==> src/rtl/mc_pkg.sv <==
// Shared definitions for the multicycle MIPS control unit.
// Holds the FSM state encodings, the supported opcodes, the aluop
// encodings consumed by aludec, and a helper that flags supported opcodes.
package mc_pkg;

    typedef logic [3:0] state_t;

    localparam state_t S_FETCH   = 4'd0;
    localparam state_t S_DECODE  = 4'd1;
    localparam state_t S_MEMADR  = 4'd2;
    localparam state_t S_MEMRD   = 4'd3;
    localparam state_t S_MEMWB   = 4'd4;
    localparam state_t S_MEMWR   = 4'd5;
    localparam state_t S_RTYPEEX = 4'd6;
    localparam state_t S_ALUWB   = 4'd7;
    localparam state_t S_BREX    = 4'd8;
    localparam state_t S_ADDIEX  = 4'd9;
    localparam state_t S_ADDIWB  = 4'd10;
    localparam state_t S_JEX     = 4'd11;

    localparam logic [5:0] OP_RTYPE = 6'b000000;
    localparam logic [5:0] OP_LW    = 6'b100011;
    localparam logic [5:0] OP_SW    = 6'b101011;
    localparam logic [5:0] OP_BEQ   = 6'b000100;
    localparam logic [5:0] OP_BNE   = 6'b000101;
    localparam logic [5:0] OP_ADDI  = 6'b001000;
    localparam logic [5:0] OP_J     = 6'b000010;

    localparam logic [1:0] ALUOP_ADD   = 2'b00;
    localparam logic [1:0] ALUOP_SUB   = 2'b01;
    localparam logic [1:0] ALUOP_FUNCT = 2'b10;

    // True for every opcode the FSM knows how to sequence.
    function automatic logic op_legal(input logic [5:0] op);
        logic legal;
        case (op)
            OP_RTYPE, OP_LW, OP_SW, OP_BEQ,
            OP_BNE, OP_ADDI, OP_J:          legal = 1'b1;
            default:                         legal = 1'b0;
        endcase
        return legal;
    endfunction

endpackage

==> src/rtl/aludec.sv <==
// ALU function decoder.
// Ports: funct (instr[5:0]), aluop (add/sub/funct-decoded) -> alucontrol.
module aludec
    import mc_pkg::*;
(
    input  logic [5:0] funct,
    input  logic [1:0] aluop,
    output logic [2:0] alucontrol
);

    // Map aluop (and funct for R-type) to the ALU operation code.
    always_comb begin
        alucontrol = 3'b010;
        case (aluop)
            ALUOP_ADD: alucontrol = 3'b010;
            ALUOP_SUB: alucontrol = 3'b110;
            ALUOP_FUNCT: begin
                case (funct)
                    6'b100000: alucontrol = 3'b010;  // add
                    6'b100010: alucontrol = 3'b110;  // sub
                    6'b100100: alucontrol = 3'b000;  // and
                    6'b100101: alucontrol = 3'b001;  // or
                    6'b101010: alucontrol = 3'b111;  // slt
                    default:   alucontrol = 3'b000;
                endcase
            end
            default: alucontrol = 3'b010;
        endcase
    end

endmodule

==> src/rtl/mc_maindec.sv <==
// Main decoder FSM for the multicycle datapath.
// Ports: clk, reset (async, active-high), op, memready in;
// datapath selects/enables, aluop, and pcwrite/branch/bne qualifiers out.
// illegal pulses during DECODE when op is not supported.
module mc_maindec
    import mc_pkg::*;
(
    input  logic       clk,
    input  logic       reset,
    input  logic [5:0] op,
    input  logic       memready,
    output logic       iord,
    output logic       memwrite,
    output logic       irwrite,
    output logic       regdst,
    output logic       memtoreg,
    output logic       regwrite,
    output logic       alusrca,
    output logic [1:0] alusrcb,
    output logic [1:0] pcsrc,
    output logic [1:0] aluop,
    output logic       pcwrite,
    output logic       branch,
    output logic       bne,
    output logic       illegal
);

    state_t state_r;
    state_t next_state_s;

    // State register; reset returns to FETCH immediately.
    always_ff @(posedge clk or posedge reset) begin
        if (reset) begin
            state_r <= S_FETCH;
        end else begin
            state_r <= next_state_s;
        end
    end

    // Next-state logic; memory states hold until memready.
    always_comb begin
        next_state_s = S_FETCH;
        case (state_r)
            S_FETCH: begin
                if (memready) next_state_s = S_DECODE;
                else          next_state_s = S_FETCH;
            end
            S_DECODE: begin
                case (op)
                    OP_LW, OP_SW:    next_state_s = S_MEMADR;
                    OP_RTYPE:        next_state_s = S_RTYPEEX;
                    OP_BEQ, OP_BNE:  next_state_s = S_BREX;
                    OP_ADDI:         next_state_s = S_ADDIEX;
                    OP_J:            next_state_s = S_JEX;
                    default:         next_state_s = S_FETCH;
                endcase
            end
            S_MEMADR: begin
                if (op == OP_SW)      next_state_s = S_MEMWR;
                else if (op == OP_LW) next_state_s = S_MEMRD;
                else                  next_state_s = S_FETCH;
            end
            S_MEMRD: begin
                if (memready) next_state_s = S_MEMWB;
                else          next_state_s = S_MEMRD;
            end
            S_MEMWR: begin
                if (memready) next_state_s = S_FETCH;
                else          next_state_s = S_MEMWR;
            end
            S_RTYPEEX: next_state_s = S_ALUWB;
            S_ADDIEX:  next_state_s = S_ADDIWB;
            default:   next_state_s = S_FETCH;
        endcase
    end

    // Output decode: Moore on state, except the memready-gated FETCH
    // strobes and the op-dependent branch qualifiers / illegal pulse.
    always_comb begin
        iord     = 1'b0;
        memwrite = 1'b0;
        irwrite  = 1'b0;
        regdst   = 1'b0;
        memtoreg = 1'b0;
        regwrite = 1'b0;
        alusrca  = 1'b0;
        alusrcb  = 2'b00;
        pcsrc    = 2'b00;
        aluop    = ALUOP_ADD;
        pcwrite  = 1'b0;
        branch   = 1'b0;
        bne      = 1'b0;
        illegal  = 1'b0;
        case (state_r)
            S_FETCH: begin
                alusrcb = 2'b01;
                irwrite = memready;
                pcwrite = memready;
            end
            S_DECODE: begin
                alusrcb = 2'b11;
                illegal = ~op_legal(op);
            end
            S_MEMADR: begin
                alusrca = 1'b1;
                alusrcb = 2'b10;
            end
            S_MEMRD: iord = 1'b1;
            S_MEMWB: begin
                memtoreg = 1'b1;
                regwrite = 1'b1;
            end
            S_MEMWR: begin
                iord     = 1'b1;
                memwrite = 1'b1;
            end
            S_RTYPEEX: begin
                alusrca = 1'b1;
                aluop   = ALUOP_FUNCT;
            end
            S_ALUWB: begin
                regdst   = 1'b1;
                regwrite = 1'b1;
            end
            S_BREX: begin
                alusrca = 1'b1;
                aluop   = ALUOP_SUB;
                pcsrc   = 2'b01;
                branch  = (op == OP_BEQ);
                bne     = (op == OP_BNE);
            end
            S_ADDIEX: begin
                alusrca = 1'b1;
                alusrcb = 2'b10;
            end
            S_ADDIWB: regwrite = 1'b1;
            S_JEX: begin
                pcsrc   = 2'b10;
                pcwrite = 1'b1;
            end
            default: begin
                alusrcb = 2'b01;
            end
        endcase
    end

endmodule

==> src/rtl/mc_controller.sv <==
// Multicycle MIPS control unit top.
// Ports: clk, reset (async, active-high), op/funct from the instruction
// register, zero from the ALU, memready from memory; datapath selects and
// enables, alucontrol for the ALU, and an illegal-opcode pulse.
module mc_controller
    import mc_pkg::*;
(
    input  logic       clk,
    input  logic       reset,
    input  logic [5:0] op,
    input  logic [5:0] funct,
    input  logic       zero,
    input  logic       memready,
    output logic       iord,
    output logic       memwrite,
    output logic       irwrite,
    output logic       regdst,
    output logic       memtoreg,
    output logic       regwrite,
    output logic       alusrca,
    output logic [1:0] alusrcb,
    output logic [1:0] pcsrc,
    output logic       pcen,
    output logic [2:0] alucontrol,
    output logic       illegal
);

    logic [1:0] aluop_s;
    logic       pcwrite_s;
    logic       branch_s;
    logic       bne_s;

    mc_maindec u_maindec (
        .clk      (clk),
        .reset    (reset),
        .op       (op),
        .memready (memready),
        .iord     (iord),
        .memwrite (memwrite),
        .irwrite  (irwrite),
        .regdst   (regdst),
        .memtoreg (memtoreg),
        .regwrite (regwrite),
        .alusrca  (alusrca),
        .alusrcb  (alusrcb),
        .pcsrc    (pcsrc),
        .aluop    (aluop_s),
        .pcwrite  (pcwrite_s),
        .branch   (branch_s),
        .bne      (bne_s),
        .illegal  (illegal)
    );

    aludec u_aludec (
        .funct      (funct),
        .aluop      (aluop_s),
        .alucontrol (alucontrol)
    );

    // Branch taken when beq sees zero or bne sees non-zero.
    assign pcen = pcwrite_s | (branch_s & zero) | (bne_s & ~zero);

endmodule

==> config.mk <==
export PLATFORM = sky130hd
export DESIGN_NAME = mc_controller
export DESIGN_NICKNAME = d
export VERILOG_FILES = /design/src/rtl/mc_pkg.sv /design/src/rtl/aludec.sv /design/src/rtl/mc_maindec.sv /design/src/rtl/mc_controller.sv
export SDC_FILE = /design/constraint.sdc
export NUM_CORES = 1
export LEC_CHECK = 0
export ABC_AREA = 1
export BUFFER_PORTS_ARGS = -buffer_cell sky130_fd_sc_hd__buf_2
export CORE_UTILIZATION = 35
export DETAILED_ROUTE_END_ITERATION = 12
export SETUP_SLACK_MARGIN = 0.15
export SYNTH_ARGS = -nofsm -noshare
export SYNTH_HDL_FRONTEND = slang
export SYNTH_SLANG_ARGS = --single-unit
==> constraint.sdc <==
create_clock -name clk -period 2.25 [get_ports clk]
set_input_delay 0.1125 -clock clk [delete_from_list [all_inputs] [get_ports clk]]
set_output_delay 0.1125 -clock clk [all_outputs]
set_load 0.005 [all_outputs]
==> metrics.txt <==
outcome complete, no violations; Psw 0.0972 mW; launching point of the worst reg2reg path u_maindec.state_r[3]; switching share of power 35.2%; combinational power share 37.3%; clock buffer depth 2; clock network fraction of design power 32.4%; CORE AREA 0.00158 mm^2; fin crit share 77.8%; setup slack, reg-to-reg 1.06 ns; YS warnings 0; Hold WC Path Type in2reg; total number of vias 786; Starting Density 39.0%; Fin Setup TNS 0 ns; Crit Path Max Fanout 4; pwr dens 336 mW/mm^2; first-pass GRT wire length 2670 um; CTS tree done; Nets 169; Final setup viols 0; clock latency at the later pin of the worst-skew pair 0.24 ns; Min-Delay Endpoint u_maindec.state_r[2]; DP Area 790 um^2; Max Fclk 0.571 GHz; standard-cell rows 14; hold path cells 5; First DRT Iteration DRCs 30; clk sinks 4; sequential cell fraction of total power 30.2%; Largest regs u_maindec.state_r: 4 flops; Residual DRC 0; worst r2r path cells 7; Largest register FFs 4; WS Path Type reg2out; Unique masters post-synth 20; CTS-repair resized insts 0; Die Ht 43.9 um; Post-synth ARST share 100%; Total GRT Usage 18.4%; register area 100 um^2; full die area 0.00193 mm^2; CTS clk-pin slew, worst paths 0.04 ns; maximum vdd drop 0.277 mV; PortBufs 31; Slew Limit Fails 0; routed len/inst 9.46 um; Mapped Area 614 um^2; most used flip-flop cell after synthesis dfrtp_1; Die X 43.9 um; leakage 0.536 nW; Rel. slew slack 83.4%; vias per cell 4.76; area grow syn2layout 33.8%; crit end category primary output; worst-margin pin slew 0.249 ns; largest net degree at the start of global routing 8; Routed Antenna Nets 0; Biggest register u_maindec.state_r; antenna diode count 0; max-cap violation count 0; EDFF count, synth 0; clock skew 0.00472 ns; initial antenna violation count 0; Worst R2R End u_maindec.state_r[0]; HPWL after DPL 1280 um; Final GP Congestion 0.848; multi-input combinational cell area 420 um^2; drt first pass iters 6; final instance area 822 um^2; Hold Vio Cnt, Final 0; Worst setup SP type flop; internal power 0.179 mW; Worst Path Required 2.14 ns; Synth Register Bits 4; vias in the first global route 681; total gr overflow 0; CTS H-Tree Depth 1; IO Count 32; CP Data Arrival Time 1.64 ns; CTS buffer count 3; layout cells sized above 1 28.9%; Seq/Total Area, Yosys 16.3%; CTS Root Cell clkbuf_4; Fillers 178; Cells after Synth 114; HP Start memready; drt total wl 1560 um; Mapped Nets 132; fin crit period 1.75 ns; RSZ-0062 raised after global routing false; Post-Syn Area per Cell 5.39 um^2
[power by group through the flow]
stage / Combinational, mW / Sequential, mW / Clock [mW]
global placement: 0.100 / 0.0846 / 0
global route: 0.118 / 0.0841 / 0.0996
detailed placement: 0.102 / 0.0843 / 0
floorplan: 0.0599 / 0.0830 / 0
CTS: 0.104 / 0.0835 / 0.0947
finish: 0.103 / 0.0835 / 0.0896
[per-stage QoR]
step	power [mW]	cells	utilization (%)	worst slack, ns	hold WS (ns)
floorplan	0.143	114	-	0.973	-0.121
global placement	0.185	161	50.1	0.807	-0.00670
detailed placement	0.186	161	50.1	0.770	0.00188
CTS	0.282	165	52.1	0.487	0.252
global route	0.302	165	52.1	0.396	0.301
finish	0.276	165	52.1	0.499	0.259
[per-layer routing]
| metal | vias up | global-route usage (%) | wire (um) |
|---|---|---|---|
| met3 | 0 | 5.42 | 89 |
| met1 | 339 | 23.3 | 741 |
| met2 | 25 | 31.0 | 730 |
| met5 | - | 0 | 0 |
| li1 | 422 | - | - |
| met4 | 0 | 3.64 | 0 |
[layout by cell type, fill, tap and decap left out]
master,count
xor2_1,1
nor2_1,26
clkbuf_4,3
a31oi_1,1
nor2_4,2
a21boi_0,1
nand2_1,22
a211oi_1,1
nand3b_1,1
inv_2,2
nand3_2,1
o21ai_0,3
nor3_1,1
inv_1,23
o2111ai_1,1
ha_1,2
nand2_2,3
dfrtp_1,4
dlygate4sd3_1,1
nor2_2,1
buf_2,31
nand3_1,17
or2_1,1
[repair_timing]
action | 4_1_cts | 5_1_grt
setup buffers | 0 | 0
hold endpoints to repair | 4 | 0
hold buffers | 1 | 0
[synth_stat cells (all sizes together) (2+ instances only)]
| cell | count | area (um^2) |
|---|---|---|
| nor2 | 29 | 126 |
| inv | 25 | 93.8 |
| nand2 | 25 | 101 |
| nand3 | 18 | 95.1 |
| dfrtp | 4 | 100 |
| o21ai | 3 | 15.0 |
| ha | 2 | 25.0 |
[cells by family (layout without fill, tap and decap cells)]
family          after synthesis  in the layout  synth area share [%]
buf+inv                      25             60                  15.3
flops                         4              4                  16.3
fa+ha+maj                     2              2                  4.07
xor+xnor                      1              1                  1.43
compound gates                7              7                  7.33
simple gates                 75             75                  55.6
[critical path, stage by stage (launching register included)]
cell     delay, ns
dfrtp_1       0.43
inv_1         0.10
nand2_1       0.08
inv_1         0.11
nand2_2       0.09
ha_1          0.31
nor2_1        0.10
nand2_1       0.06
buf_2         0.12
[worst max path at each step]
| stage | cells after the start | endpoint | from | slack, ns |
|---|---|---|---|---|
| floorplan | 7 | alucontrol[1] | u_maindec.state_r[2] | 0.97 |
| global placement | 8 | alucontrol[1] | u_maindec.state_r[2] | 0.81 |
| detailed placement | 8 | alucontrol[1] | u_maindec.state_r[2] | 0.77 |
| CTS | 8 | alucontrol[1] | u_maindec.state_r[2] | 0.49 |
| global route | 8 | alucontrol[2] | u_maindec.state_r[2] | 0.40 |
| finish | 8 | alucontrol[1] | u_maindec.state_r[2] | 0.50 |
[layout make-up]
type / count / area share [%]
Sequential cell: 4 / 12.2
Timing Repair Buffer: 32 / 20.1
Tap cell: 16 / 2.44
Inverter: 25 / 11.4
Clock buffer: 3 / 2.74
Multi-Input combinational cell: 85 / 51.1
(Power assumes the default switching activity.)
